$ cat src/rtl/router_dest_reader_pkg.sv
// Shared router definitions: header layout, byte width and reader FSM encodings.
// A header byte is {len[5:0], addr[1:0]}; the packet is the header, len payload bytes, then one parity byte.
package router_dest_reader_pkg;
  localparam int BYTE_W   = 8;
  localparam int LEN_MSB  = 7;
  localparam int LEN_LSB  = 2;
  localparam int ADDR_MSB = 1;
  localparam int ADDR_LSB = 0;
  localparam int LEN_W    = LEN_MSB - LEN_LSB + 1;
  localparam int ADDR_W   = ADDR_MSB - ADDR_LSB + 1;

  typedef struct packed {
    logic [LEN_W-1:0]  len;
    logic [ADDR_W-1:0] addr;
  } hdr_t;

  typedef enum logic [2:0] {
    ST_IDLE = 3'd0,
    ST_WAIT = 3'd1,
    ST_HDR  = 3'd2,
    ST_BODY = 3'd3,
    ST_DONE = 3'd4
  } rd_state_t;

  function automatic hdr_t unpack_hdr(input logic [BYTE_W-1:0] b);
    hdr_t h;
    h.len  = b[LEN_MSB:LEN_LSB];
    h.addr = b[ADDR_MSB:ADDR_LSB];
    return h;
  endfunction
endpackage

$ cat src/rtl/router_rd_parity.sv
// Running XOR of packet bytes; clr has priority over en, result visible the cycle after en.
// No flow control: the caller qualifies en with byte validity.
module router_rd_parity
  import router_dest_reader_pkg::*;
(
  input  logic              clock,
  input  logic              reset,
  input  logic              clr,
  input  logic              en,
  input  logic [BYTE_W-1:0] byte_dat,
  output logic [BYTE_W-1:0] parity
);
  always_ff @(posedge clock) begin
    if (reset || clr) parity <= '0;
    else if (en)      parity <= parity ^ byte_dat;
  end
endmodule

$ cat src/rtl/router_dest_reader.sv
// Destination reader: pulls one packet from a router port FIFO and streams it out with sop/eop, checking addr and parity.
// Bytes appear 1 cycle after their read_en; sink_ready/vld_out low gate read_en in the same cycle, leaving at most one skid byte.
module router_dest_reader
  import router_dest_reader_pkg::*;
#(
  parameter logic [1:0] PORT_ID    = 2'd0,
  parameter int         START_WAIT = 0,
  parameter int         CNT_W      = 16
) (
  input  logic              clock,
  input  logic              reset,
  input  logic              vld_out,
  input  logic              soft_reset,
  input  logic [BYTE_W-1:0] data_out,
  input  logic              sink_ready,
  output logic              read_en,
  output logic [BYTE_W-1:0] pkt_byte,
  output logic              pkt_byte_vld,
  output logic              pkt_sop,
  output logic              pkt_eop,
  output logic [LEN_W-1:0]  pkt_len,
  output logic              pkt_done,
  output logic              parity_err,
  output logic              addr_err,
  output logic              abort,
  output logic [CNT_W-1:0]  pkt_count
);
  localparam logic [5:0] WAIT_INIT = 6'(START_WAIT);

  rd_state_t         state;
  logic [5:0]        wait_cnt;
  logic [LEN_W:0]    remaining;
  logic              in_flight;
  logic [ADDR_W-1:0] hdr_addr;
  logic [BYTE_W-1:0] parity;
  hdr_t              hdr;
  logic              in_pkt;
  logic              last_byte;

  assign hdr       = unpack_hdr(data_out);
  assign in_pkt    = (state == ST_WAIT) || (state == ST_HDR) || (state == ST_BODY);
  // Once the count reaches zero nothing more is requested, so the returning byte is the parity byte.
  assign last_byte = (state == ST_BODY) && (remaining == '0);

  always_comb begin
    read_en = 1'b0;
    if (!reset && !soft_reset && vld_out && sink_ready) begin
      case (state)
        ST_HDR:  read_en = !in_flight;
        ST_BODY: read_en = (remaining != '0);
        default: read_en = 1'b0;
      endcase
    end
  end

  assign pkt_byte_vld = in_flight && !soft_reset && !reset;
  assign pkt_byte     = pkt_byte_vld ? data_out : '0;
  assign pkt_sop      = pkt_byte_vld && (state == ST_HDR);
  assign pkt_eop      = pkt_byte_vld && last_byte;

  router_rd_parity u_parity (
    .clock    (clock),
    .reset    (reset),
    .clr      (state == ST_WAIT),
    .en       (pkt_byte_vld && !last_byte),
    .byte_dat (data_out),
    .parity   (parity)
  );

  always_ff @(posedge clock) begin
    if (reset) begin
      state      <= ST_IDLE;
      wait_cnt   <= '0;
      remaining  <= '0;
      in_flight  <= 1'b0;
      hdr_addr   <= '0;
      pkt_len    <= '0;
      pkt_done   <= 1'b0;
      parity_err <= 1'b0;
      addr_err   <= 1'b0;
      abort      <= 1'b0;
      pkt_count  <= '0;
    end else begin
      in_flight  <= read_en;
      pkt_done   <= 1'b0;
      parity_err <= 1'b0;
      addr_err   <= 1'b0;
      abort      <= 1'b0;
      if (soft_reset && in_pkt) begin
        state <= ST_IDLE;
        abort <= 1'b1;
      end else begin
        case (state)
          ST_IDLE: if (vld_out) begin
            state    <= ST_WAIT;
            wait_cnt <= WAIT_INIT;
          end
          ST_WAIT: begin
            if (wait_cnt == '0) state <= ST_HDR;
            else                wait_cnt <= wait_cnt - 1'b1;
          end
          ST_HDR: if (in_flight) begin
            remaining <= {1'b0, hdr.len} + 1'b1;
            hdr_addr  <= hdr.addr;
            pkt_len   <= hdr.len;
            state     <= ST_BODY;
          end
          ST_BODY: begin
            if (read_en) remaining <= remaining - 1'b1;
            if (pkt_eop) begin
              state      <= ST_DONE;
              pkt_done   <= 1'b1;
              parity_err <= (parity != data_out);
              addr_err   <= (hdr_addr != PORT_ID);
              pkt_count  <= pkt_count + 1'b1;
            end
          end
          ST_DONE: state <= ST_IDLE;
          default: state <= ST_IDLE;
        endcase
      end
    end
  end
endmodule

$ cat config.mk
export PLATFORM = sky130hd
export DESIGN_NAME = router_dest_reader
export DESIGN_NICKNAME = d
export VERILOG_FILES = /design/src/rtl/router_dest_reader_pkg.sv /design/src/rtl/router_rd_parity.sv /design/src/rtl/router_dest_reader.sv
export SDC_FILE = /design/constraint.sdc
export NUM_CORES = 1
export LEC_CHECK = 0
export CAP_MARGIN = 20
export CORE_ASPECT_RATIO = 0.9
export CORE_MARGIN = 2
export CORE_UTILIZATION = 48
export CTS_CLUSTER_SIZE = 10
export DETAILED_ROUTE_END_ITERATION = 6
export PLACE_DENSITY_LB_ADDON = 0.08
export SYNTH_ARGS = -nofsm -noshare
export SYNTH_HDL_FRONTEND = slang
export SYNTH_SLANG_ARGS = --single-unit
export TNS_END_PERCENT = 30
$ cat constraint.sdc
create_clock -name clock -period 1.75 [get_ports clock]
set_input_delay 0.2625 -clock clock [delete_from_list [all_inputs] [get_ports clock]]
set_output_delay 0.2625 -clock clock [all_outputs]
set_load 0.02 [all_outputs]
### Yosys cells after proc, flatten, opt, wreduce, memory -nomap -nowiden

Index checks and enable logic that the tools add are counted.

* bits of input ports: 13
* word-level logic and storage cells: 78
* output and inout bits: 38
* flip-flop bits (word level): 53

* mux-type cells: 16
* add/subtract/negate cells: 4
* bitwise gates (word level): 4
* equality and inequality tests: 10
* reduce and logical (&&, ||, !) cells: 32

Operator list (number)
* 16-bit by 1-bit adder with 16-bit output (second input constant): 1
* 7-bit two-way mux: 2
* 7-bit one-hot mux with 2 select lines: 1
* 3-bit two-way mux: 4
* 6-bit two-way mux: 2
* 2-bit inequality test (second input constant): 6
* 3-bit one-hot mux with 4 select lines: 1
* 6-bit one-hot mux with 2 select lines: 1
* 4-bit AND reduction: 3
* 1-bit logical AND: 10
* 8-bit two-way mux: 1
* 8-bit inequality test: 1
* 8-bit XOR: 1
* 6-bit by 1-bit adder with 7-bit output (second input constant): 1
* 7-bit logical NOT: 1
* 7-bit nonzero test: 1
* 7-bit by 1-bit subtractor with 7-bit output (second input constant): 1
* 3-bit by 2-bit equality test with 1-bit output (second input constant): 2
* 6-bit logical NOT: 1
* 3-bit AND reduction: 2
* 2-bit nonzero test: 3
* 6-bit by 1-bit subtractor with 6-bit output (second input constant): 1
* 1-bit logical NOT: 4
* 4-bit OR reduction: 1
* other kinds (8): 14

### Logic depth before layout (Yosys ltp)

* depth in word-level cells: 7
* depth in mapped cells: 8
* gate-level depth less buffers: 7

### By module

From an unflattened synthesis, not the netlist that was laid out.

* cell total of the unflattened synthesis: 319
* area, all modules: 2808.9 µm²

Modules (own cells, without submodules)
* router_dest_reader: area an instance 2423.6 µm², sequential area each 900.9 µm², cells each 283, times used 1
* router_rd_parity: area an instance 385.4 µm², sequential area each 160.2 µm², cells each 36, times used 1

### Worst setup path before layout

OpenSTA, ideal clock, no wires.

* path kind: flip-flop to output port
* start point: reg state[1]
* end point: out pkt_sop
* data arrival time: 1706 ps
* cell stages (with the launch flop): 8
* path buffers: 4
* data required time: 1487 ps
* setup slack: -218 ps
* cells stage by stage: dfxtp_1 buf_6 nand2b_4 or4b_1 buf_2 buf_6 buf_2 nor2_1

* longest elaborated chain between the ends: 2

Ends and longest elaborated chain
* from (decl): RTL line router_dest_reader.sv:30 `rd_state_t state;`
* from (signal assigned): RTL line router_dest_reader.sv:72 `state <= ST_IDLE;`
* from (signal assigned): RTL line router_dest_reader.sv:90 `state <= ST_IDLE;`
* from (signal assigned): RTL line router_dest_reader.sv:95 `state <= ST_WAIT;`
* 3-bit by 2-bit equality test with 1-bit output: RTL line router_dest_reader.sv:58 `assign pkt_sop = pkt_byte_vld && (state == ST_HDR);`
* 1-bit logical AND: RTL line router_dest_reader.sv:58
* to (decl): RTL line router_dest_reader.sv:19 `output logic pkt_sop,`

No other way between the ends.

### Worst setup path in the final report

* start point: reg remaining[1]
* end point: out read_en

* longest elaborated chain between the ends: 3

Ends and longest elaborated chain
* from (decl): RTL line router_dest_reader.sv:32 `logic [LEN_W:0] remaining;`
* from (signal assigned): RTL line router_dest_reader.sv:103 `remaining <= {1'b0, hdr.len} + 1'b1;`
* from (signal assigned): RTL line router_dest_reader.sv:109 `if (read_en) remaining <= remaining - 1'b1;`
* 7-bit nonzero test: RTL line router_dest_reader.sv:50 `ST_BODY: read_en = (remaining != '0);`
* 1-bit one-hot mux with 2 select lines: RTL line router_dest_reader.sv:48 `case (state)`
* 1-bit two-way mux: RTL line router_dest_reader.sv:47 `if (!reset && !soft_reset && vld_out && sink_ready) begin`
* to (decl): RTL line router_dest_reader.sv:16 `output logic read_en,`

No other way between the ends.

==> impl_metrics.yaml <==
critical_path:
  required_ps: 1490
  arrival_ps: 1910
  cpLargestDelayFamily: "simple AND/OR/NAND/NOR gates"
  reg2reg_slack_ps: -380
  critical_path_class: "flip-flop to output pin"
  critPathLaunch: "remaining[1]$_SDFFE_PP0P_"
  crit_top_cell: "o21ai_2"
  worst-path-buf-inv: 2
  path_cells: "inv_4, ha_4, or4b_4, o21ai_2, o21ai_2, and3b_2, buf_6"
  r2r_start: "remaining[1]$_SDFFE_PP0P_"
  critPathCaptureType: "output pin"
  startpoint_type: "flip-flop"
  crit_fanout: 2
  critical_path.slowest_cell: "or4b_4"
  cpPeakStageDelay_ps: 480
place:
  dpl.cell_count: 514
  placedInstanceArea_um2: 3978
  dp_hpwl_um: 5765
  gp_congestion: 0.8768
  pre_cts_ws_ps: -693.5
  io_buffers: 50
logic_synthesis:
  synth.top_cell.area_share_pct: 36.57
  yosys_register_bits: 53
  async_flop_share_pct: 0
  synth_nets: 364
  synth_edf_count: 0
  synth.distinct_cells: 61
  muxShareOfSynthArea_pct: 1.509
  synth_adder_area_share_pct: 2.587
  synth-compound-area-share_pct: 20.35
  synth.avg_cell_area_um2: 8.410
  synth_top_family_by_area: "simple AND/OR/NAND/NOR gates"
  ys_warn_count: 0
  yosysSeqAreaShare_pct: 36.57
  netlist_area_um2: 2902
  synth.area.top_cells: "dfxtp_1, xor2_1, a21oi_1"
  synthCells: 345
  yosys.area.top_type: "dfxtp_1"
  synthSimpleGateAreaFrac_pct: 26.82
  synth_xor_area_share_pct: 6.037
  synthFlopType: "dfxtp_1"
sta:
  rsz0062_at_grt: "true"
  maxSlewViolCount: 0
  fmax_mhz: 461.2
  fin_skew_ps: 12.81
  tightestPinTransition_ps: 513.4
  setup_violations: 32
  period_needed_ps: 2168
  finalCritPeriodShare_pct: 123.9
  fin_setup_tns_ps: -4546
  fin_ws_ps: -418.5
  slew_headroom_pct: 65.68
  final-hold-violation-count: 0
global_routing:
  grt_max_degree: 25
  overflow: 0
  grt_pass1_wl_um: 13380
  grt_pass1_vias: 2798
  track_usage_pct: 24.79
  antenna_found_initial: 0
clocking:
  numCtsBuffers: 5
  cts.path.max_buffers: 2
  clkTransAtPathRegs_ps: 100
  cts_tree: "done"
  postCtsHoldBufs: 0
  clock_sinks: 53
  htreeDepth: 2
  clk-insertion-delay-late_ps: 320
  root_buffer: "clkbuf_8"
outcome:
  violations: "setup timing"
  outcome: "complete, but fails checks"
layout:
  drive_gt1_share_pct: 34.76
  syn_to_final_growth_pct: 51.70
  layout.cells.non_filler: 536
  final_util_pct: 76.45
  stdcell_area_um2: 4402
  nNetsFinal: 484
  antenna_cells: 0
die:
  die_h_um: 77.76
  rows: 26
  die_w_um: 85.96
  initial_core_util_pct: 50.39
  num_io_pins: 51
  die_area_um2: 6684
  core_area_um2: 5758
route:
  ant_nets: 0
  drtIter0Drc: 151
  wl_per_cell_um: 15.80
  wl_um: 8467
  drc: 0
  dr.pass1.iters: 5
  avgViaCountPerCell: 5.729
  vias: 3071
power:
  p_sw_share_pct: 26.12
  ir_worst_vdd_v: 0.0005814
  p_leak_nw: 1.749
  p_sw_mw: 0.6707
  powerDensity_nw_per_um2: 583.3
  p_int_mw: 1.897
  power_frac_seq_pct: 48.5
  clkPwrFrac_pct: 34.8
  combPwrFrac_pct: 16.7
worst_hold_path:
  worstHoldStart: "pkt_len[2]$_SDFFE_PP0P_"
  holdCritPathClass: "flip-flop to flip-flop"
flow_run:
  maxCapViolCount: 0
## per-layer routing
metal	vias up	wire, µm	GRT usage [%]
met5	-	0	0
li1	1502	-	-
met3	14	367	4.149
met4	0	159	8.571
met1	1480	3889	34.45
met2	75	4052	38.68
## cells in the mapped netlist (3+ instances only)
master,n
dfxtp_1,53
nand2_1,28
nor2_1,25
a21oi_1,24
xor2_1,17
inv_1,15
o21ai_0,14
clkbuf_1,13
nand3_1,11
nand4_1,10
and2_1,9
o311ai_1,9
nor3_1,8
buf_2,7
nor4_1,7
ha_1,6
or3_1,6
o21a_1,5
or4_1,5
nor2b_1,4
o311ai_0,4
o31ai_1,4
a31oi_1,3
and3b_1,3
o41ai_1,3
or2_2,3
xnor2_1,3
## metrics by stage
stage / total power [mW] / hold slack, ps
6_report: 2.567 / 462.4
5_1_grt: 2.658 / 488.4
4_1_cts: 2.535 / 465.5
3_5_place_dp: 1.632 / 450.6
3_3_place_gp: 1.626 / 445.0
2_1_floorplan: 1.461 / 398.5
## what timing repair did
item	in CTS	in global routing
gates cloned	1	0
buffers inserted	3	10
pin swaps	4	12
setup endpoints to repair	40	38
resized for setup	70	38
## flip-flops by register name, summed over array words and instances (netlist names)
name / flops
pkt_count: 16
u_parity.parity: 8
remaining: 7
pkt_len: 6
wait_cnt: 6
state: 3
hdr_addr: 2
abort: 1
addr_err: 1
in_flight: 1
parity_err: 1
pkt_done: 1
## cell type report
cell class	count	area [µm²]
clock inverters	2	37.54
multi-input cells	252	1886
clock buffers	6	82.58
flip-flops and latches	53	1071
fillers	426	1356
well taps	70	87.58
inverters	16	65.06
repair buffers	137	1172
## power by group through the flow
stage | Clock, mW | Combinational, mW | Sequential (mW)
after global placement | 0 | 0.359 | 1.27
after floorplan | 0 | 0.194 | 1.27
final | 0.894 | 0.428 | 1.24
after global routing | 0.947 | 0.463 | 1.25
after detailed placement | 0 | 0.364 | 1.27
after CTS | 0.920 | 0.374 | 1.24
## cell families after synthesis
logic type	after synthesis
simple gates	136
compound gates	86
flops	53
buf+inv	40
xor+xnor	20
fa+ha+maj	6
mux	4
## path summary, 6_finish.rpt
| check | end | depth (start not counted) |
|---|---|---|
| worst max-delay path | read_en | 7 |
| worst min-delay path | pkt_len[2]$_SDFFE_PP0P_ | 2 |
| worst max register to register | remaining[6]$_SDFFE_PP0P_ | 9 |
| worst min register to register | pkt_len[2]$_SDFFE_PP0P_ | 2 |
## placed cells by master (no fill, tap or decap), drive strengths merged, types with 6 or more instances in the layout
| master | netlist | routed |
|---|---|---|
| inv | 16 | 16 |
| nand2 | 28 | 28 |
| or3 | 6 | 6 |
| o311ai | 13 | 13 |
| and2 | 9 | 9 |
| nand4 | 10 | 10 |
| ha | 6 | 6 |
| nor2 | 25 | 25 |
| a21oi | 24 | 24 |
| nor4 | 7 | 7 |
| nand3 | 11 | 11 |
| o21ai | 16 | 16 |
| nor3 | 8 | 8 |
| clkdlybuf4s50 | 0 | 36 |
| buf | 11 | 98 |
| dfxtp | 53 | 53 |
| clkbuf | 13 | 6 |
| xor2 | 17 | 17 |
## worst reg2reg max path: cells and delay by family (launching register included)
family | cells | cell delay [ps]
flip-flops | 1 | 350
adder cells (fa/ha/maj) | 1 | 130
buffers and inverters | 4 | 350
AO/OA/AOI/OAI | 2 | 370
AND/OR/NAND/NOR | 2 | 890
(Power assumes the default switching activity.)
